**src/rtl/dma_pkg.sv**
```systemverilog
// Shared definitions for the DMA write path: FSM encoding, status word layout
// and the tail-beat byteenable decode.
package dma_pkg;

    typedef enum logic [1:0] {
        StIdle   = 2'd0,
        StWrite  = 2'd1,
        StStatus = 2'd2
    } dma_state_e;

    localparam int unsigned STATUS_W  = 25;
    localparam int unsigned LAST_BIT  = 24;
    localparam int unsigned IDX_MSB   = 23;
    localparam int unsigned IDX_LSB   = 16;
    localparam int unsigned BYTES_MSB = 15;
    localparam int unsigned BYTES_LSB = 0;

    // Full word while at least 4 bytes remain, else the low bytes of a short tail.
    function automatic logic [3:0] byteenable(input logic [15:0] remaining);
        logic [3:0] be;
        if (remaining >= 16'd4) begin
            be = 4'b1111;
        end else begin
            case (remaining[1:0])
                2'd1:    be = 4'b0001;
                2'd2:    be = 4'b0011;
                2'd3:    be = 4'b0111;
                default: be = 4'b0000;
            endcase
        end
        return be;
    endfunction

endpackage

```
**src/rtl/dma_write_master.sv**
```systemverilog
// Descriptor-driven Avalon-MM write master: streams one command's data to memory
// as 32-bit beats, then pushes a single status word for it.
module dma_write_master
    import dma_pkg::*;
(
    input  logic                clk,
    input  logic                reset,

    input  logic                cmd_valid_i,
    output logic                cmd_ready_o,
    input  logic [31:0]         cmd_dst_addr_i,
    input  logic [15:0]         cmd_length_i,
    input  logic [7:0]          cmd_desc_idx_i,
    input  logic                cmd_last_i,

    input  logic                data_valid_i,
    input  logic [31:0]         data_i,
    output logic                data_ready_o,

    output logic                avm_write_o,
    output logic [31:0]         avm_address_o,
    output logic [31:0]         avm_writedata_o,
    output logic [3:0]          avm_byteenable_o,
    input  logic                avm_waitrequest_i,

    output logic                dma_status_fifo_wr_req_o,
    output logic [STATUS_W-1:0] dma_status_fifo_data_o,
    input  logic                dma_status_fifo_almost_full_i,

    output logic                busy_o
);

    dma_state_e  state_q, state_d;
    logic [31:0] addr_q, addr_d;
    logic [15:0] remaining_q, remaining_d;
    logic [15:0] bytes_q, bytes_d;
    logic [7:0]  idx_q, idx_d;
    logic        last_q, last_d;

    logic        cmd_accept;
    logic        beat_done;
    logic [15:0] step;
    logic [STATUS_W-1:0] status_word;

    assign step = (remaining_q >= 16'd4) ? 16'd4 : remaining_q;

    always_comb begin
        status_word                      = '0;
        status_word[LAST_BIT]            = last_q;
        status_word[IDX_MSB:IDX_LSB]     = idx_q;
        status_word[BYTES_MSB:BYTES_LSB] = bytes_q;
    end

    always_ff @(posedge clk) begin
        if (!reset) begin
            state_q     <= StIdle;
            addr_q      <= '0;
            remaining_q <= '0;
            bytes_q     <= '0;
            idx_q       <= '0;
            last_q      <= 1'b0;
        end else begin
            state_q     <= state_d;
            addr_q      <= addr_d;
            remaining_q <= remaining_d;
            bytes_q     <= bytes_d;
            idx_q       <= idx_d;
            last_q      <= last_d;
        end
    end

    always_comb begin
        state_d                  = state_q;
        addr_d                   = addr_q;
        remaining_d              = remaining_q;
        bytes_d                  = bytes_q;
        idx_d                    = idx_q;
        last_d                   = last_q;
        cmd_accept               = 1'b0;
        beat_done                = 1'b0;
        cmd_ready_o              = 1'b0;
        data_ready_o             = 1'b0;
        avm_write_o              = 1'b0;
        avm_address_o            = '0;
        avm_writedata_o          = '0;
        avm_byteenable_o         = '0;
        dma_status_fifo_wr_req_o = 1'b0;
        dma_status_fifo_data_o   = '0;
        busy_o                   = (state_q != StIdle);

        case (state_q)
            StIdle: begin
                cmd_ready_o = ~dma_status_fifo_almost_full_i;
                cmd_accept  = cmd_valid_i & cmd_ready_o;
                if (cmd_accept) begin
                    addr_d      = {cmd_dst_addr_i[31:2], 2'b00};
                    remaining_d = cmd_length_i;
                    bytes_d     = '0;
                    idx_d       = cmd_desc_idx_i;
                    last_d      = cmd_last_i;
                    state_d     = (cmd_length_i == 16'd0) ? StStatus : StWrite;
                end
            end
            StWrite: begin
                avm_write_o      = data_valid_i;
                avm_address_o    = addr_q;
                avm_writedata_o  = data_i;
                avm_byteenable_o = byteenable(remaining_q);
                data_ready_o     = data_valid_i & ~avm_waitrequest_i;
                beat_done        = avm_write_o & ~avm_waitrequest_i;
                if (beat_done) begin
                    addr_d      = addr_q + 32'd4;
                    remaining_d = remaining_q - step;
                    bytes_d     = bytes_q + step;
                    if (remaining_q <= 16'd4) begin
                        state_d = StStatus;
                    end
                end
            end
            StStatus: begin
                dma_status_fifo_wr_req_o = 1'b1;
                dma_status_fifo_data_o   = status_word;
                state_d                  = StIdle;
            end
            default: state_d = StIdle;
        endcase

        // Hold every output quiet while reset is asserted, even before the edge lands.
        if (!reset) begin
            cmd_ready_o              = 1'b0;
            data_ready_o             = 1'b0;
            avm_write_o              = 1'b0;
            avm_address_o            = '0;
            avm_writedata_o          = '0;
            avm_byteenable_o         = '0;
            dma_status_fifo_wr_req_o = 1'b0;
            dma_status_fifo_data_o   = '0;
            busy_o                   = 1'b0;
        end
    end

endmodule

```
**config.mk**
```make
export PLATFORM = sky130hd
export DESIGN_NAME = dma_write_master
export DESIGN_NICKNAME = d
export VERILOG_FILES = /design/src/rtl/dma_pkg.sv /design/src/rtl/dma_write_master.sv
export SDC_FILE = /design/constraint.sdc
export NUM_CORES = 1
export LEC_CHECK = 0
export ABC_CLOCK_PERIOD_IN_PS = 6200
export CAP_MARGIN = 15
export CELL_PAD_IN_SITES_DETAIL_PLACEMENT = 2
export CELL_PAD_IN_SITES_GLOBAL_PLACEMENT = 2
export CORE_MARGIN = 3
export CORE_UTILIZATION = 26
export DETAILED_ROUTE_END_ITERATION = 10
export HOLD_SLACK_MARGIN = 0.05
export PLACE_DENSITY_LB_ADDON = 0.2
export SLEW_MARGIN = 0
export SYNTH_ARGS = -nofsm -noshare
export SYNTH_HDL_FRONTEND = slang
export SYNTH_SLANG_ARGS = --single-unit
```
**constraint.sdc**
```tcl
create_clock -name clk -period 6.2 [get_ports clk]
set_input_delay 1.86 -clock clk [delete_from_list [all_inputs] [get_ports clk]]
set_output_delay 1.86 -clock clk [all_outputs]
set_load 0.02 [all_outputs]
```
==> reports/metrics.yaml, run 1 <==
run_status:
  status: "completed"
yosys:
  yosysWarningCount: 0
  ys_types: 74
  async_reset_ff_frac: 0
  synthTopCellsByArea: "dfxtp_1 (28%), and3_1 (8.7%), a21oi_1 (6.7%)"
  synth-edff-count: 0
  yosys_most_used_dff: "dfxtp_1"
  ys_seq_elements: 73
  synth_cells: 724
  syn_area_mm2: 0.00527
  synth_largest_area_cell: "dfxtp_1"
  synth_top_area_share: 0.277
  synth-seq-area-share: 0.277
  avgSynthCellArea_um2: 7.28
global_route:
  gr-total-overflow: 0
  antenna_found_initial: 0
  grt_pass1_wl_mm: 36.9
  grt_pass1_vias: 6877
  grt_max_degree: 68
  grt_use_total: 0.206
clock_tree:
  cts_buffers: 9
  cts_tree: "done"
  htree_levels: 3
  hold_buffers: 0
  clock_latency_ns: 0.35
  clkSinkCount: 73
  cts_setup_buffers: 0
  ctsResizeCount: 0
  clock_path_buffers: 2
  cts.clk_slew.worst_paths_ns: 0.06
  clockRootBuffer: "clkbuf_16"
timing:
  finalMaxSlewViolations: 0
  slew_headroom: 0.293
  tns_ns: 0
  grt_setup_unrepaired: "no"
  setup_viol: 0
  skew_ns: 0.00755
  worst_pin_slew_ns: 1.06
  finalHoldViolCount: 0
  fin_crit_sh: 0.908
  max_freq_mhz: 178
  timing.final.crit_period_ns: 5.63
setup_path:
  cp-start-kind: "input port"
  required_ns: 4.34
  end_kind: "primary output"
  arrival_ns: 3.77
  path_max_fanout: 6
  criticalPathCategory: "in -> out"
power_and_ir_drop:
  power_frac_seq: 0.359
  p_leak_nw: 3.05
  p_sw_w: 0.000497
  intPower_w: 0.00100
  power_density_mw_per_mm2: 195
  vdd_drop_max_v: 0.000137
  clockPowerShare: 0.361
  combPwrFrac: 0.280
  p_sw_frac: 0.331
die:
  ios: 193
  core_mm2: 0.0197
  die_h_um: 148
  die_w_um: 148
  dieArea_mm2: 0.0220
  initial_core_util: 0.268
  rows: 51
route:
  dr.pass1.iters: 4
  wirelength_met1_mm: 9.99
  drc: 0
  drt_iter0_markers: 258
  met2WireLength_mm: 11.6
  highest_layer: "met4"
  ant_nets: 0
  drt_wl_total_mm: 22.7
  wl_per_cell_um: 19.6
  route.met3.wl_um: 875
  viasPerCell: 5.38
  vias: 6227
layout:
  fin_area_mm2: 0.00770
  area_delta_synth_final_pct: 46.1
  regArea_mm2: 0.00146
  fill_cells: 2315
  drive_gt1_frac: 0.0582
  num_antenna_cells: 0
  multi_input_area_mm2: 0.00360
  finalNetCount: 1001
  utilization: 0.392
worst_hold_path:
  hp-class: "reg -> reg"
placement:
  dpl-instance-area_mm2: 0.00741
  port_buffers: 188
  gp_congestion: 0.780
  dp_hpwl_mm: 16.7
job:
  maxCapViolCount: 0
==> cell usage in the layout, fill, tap and decap left out, types with 4 or more instances in the layout <==
| cell | netlist | final |
|---|---|---|
| clkdlybuf4s50_1 | 0 | 187 |
| nand2_1 | 87 | 87 |
| and3_1 | 73 | 73 |
| dfxtp_1 | 73 | 73 |
| a21oi_1 | 71 | 71 |
| nor2_1 | 51 | 50 |
| o21ai_0 | 37 | 37 |
| and2_1 | 28 | 28 |
| nand3_1 | 20 | 20 |
| nor3_1 | 19 | 19 |
| ha_1 | 17 | 17 |
| conb_1 | 2 | 15 |
| nand4_1 | 13 | 13 |
| nor4_1 | 12 | 12 |
| buf_4 | 2 | 12 |
| o22ai_1 | 10 | 10 |
| a21o_1 | 9 | 9 |
| a22oi_1 | 9 | 9 |
| clkbuf_16 | 0 | 9 |
| a211oi_1 | 8 | 8 |
| inv_1 | 7 | 7 |
| o31ai_1 | 7 | 7 |
| xor2_1 | 6 | 6 |
| a31oi_1 | 5 | 5 |
| nor3b_1 | 5 | 5 |
| o21a_1 | 5 | 5 |
| or3_1 | 4 | 4 |
| o21ai_1 | 4 | 4 |
| or4_1 | 4 | 4 |
==> cell usage after synthesis, drive strengths merged (4+ instances only) <==
library cell and instances:
inv 8, buf 18, a21o 10, or3 4, o21a 5, nand4 13, nor2 52, a22oi 9
and2 28, nand2 87, o31ai 7, o22ai 10, and3 73, a31oi 5, nor3b 6, o21ai 42
nand3 20, a211oi 8, nand2b 4, or4 6, xor2 6, ha 17, nor3 21, dfxtp 73
clkbuf 43, nor4 12, a21oi 71, nor2b 4
==> critical path, cell delays in order <==
cell             delay, ns
clkdlybuf4s50_1       0.52
nor4bb_2              0.40
nand2_1               0.12
inv_1                 0.22
clkdlybuf4s50_1       0.65
==> power groups by stage <==
stage               combinational, W  clock [W]  sequential, W
finish                      0.000421   0.000542       0.000539
global route                0.000467   0.000581       0.000546
CTS                         0.000423   0.000553       0.000539
detailed placement          0.000421          0       0.000549
global placement            0.000400          0       0.000546
floorplan                   0.000258          0       0.000533
==> registers in the layout, indices dropped and copies added (netlist names) <==
name,cells
bytes_q,16
idx_q,8
state_q,2
remaining_q,16
addr_q,30
last_q,1
==> cell type report <==
cell class,count,area share
clock buffers,13,0.0325
clock inverters,3,0.00520
inverters,8,0.00390
multi-input cells,595,0.467
flip-flops and latches,73,0.190
well taps,265,0.0431
repair buffers,201,0.258
==> per-layer routing <==
metal	GRT usage	vias up
met5	0	-
met4	0.0406	0
met3	0.0387	16
met2	0.365	122
met1	0.261	3110
li1	-	2979
==> stage by stage <==
step	total power [W]	hold WS, ns	cells	setup WS [ns]
global placement	0.000946	0.438	1142	0.605
global route	0.00159	0.487	1158	0.405
CTS	0.00151	0.467	1158	0.558
finish	0.00150	0.458	1158	0.573
floorplan	0.000791	0.432	737	1.24
detailed placement	0.000970	0.457	1142	0.567
==> final timing paths <==
kind | start | to | slack, ns | cells past startpoint
max reg2reg | remaining_q[11] | bytes_q[14] | 2.23 | 14
max | data_valid_i | data_ready_o | 0.57 | 5
min reg2reg | idx_q[2] | idx_q[2] | 0.46 | 2
min | idx_q[2] | idx_q[2] | 0.46 | 2
==> cell families after synthesis <==
logic type / count (synthesis) / synth area share
other: 2 / 0.00143
adder cells (fa/ha/maj): 18 / 0.0442
buffers and inverters: 69 / 0.0546
flip-flops: 73 / 0.277
AO/OA/AOI/OAI: 206 / 0.253
multiplexers: 3 / 0.00570
XOR/XNOR: 9 / 0.0150
AND/OR/NAND/NOR: 344 / 0.348
(Power assumes the default switching activity.)
==> inputs of run 2 (changes only) <==
--- a/config.mk
+++ b/config.mk
@@ -5,7 +5,6 @@
 export SDC_FILE = /design/constraint.sdc
 export NUM_CORES = 1
 export LEC_CHECK = 0
-export ABC_CLOCK_PERIOD_IN_PS = 6200
 export CAP_MARGIN = 15
 export CELL_PAD_IN_SITES_DETAIL_PLACEMENT = 2
 export CELL_PAD_IN_SITES_GLOBAL_PLACEMENT = 2
@@ -14,6 +13,7 @@
 export DETAILED_ROUTE_END_ITERATION = 10
 export HOLD_SLACK_MARGIN = 0.05
 export PLACE_DENSITY_LB_ADDON = 0.2
+export SKIP_LAST_GASP = 1
 export SLEW_MARGIN = 0
 export SYNTH_ARGS = -nofsm -noshare
 export SYNTH_HDL_FRONTEND = slang
==> results of run 2 <==
The final DEF is identical to that of run 1; final timing and power are the same.
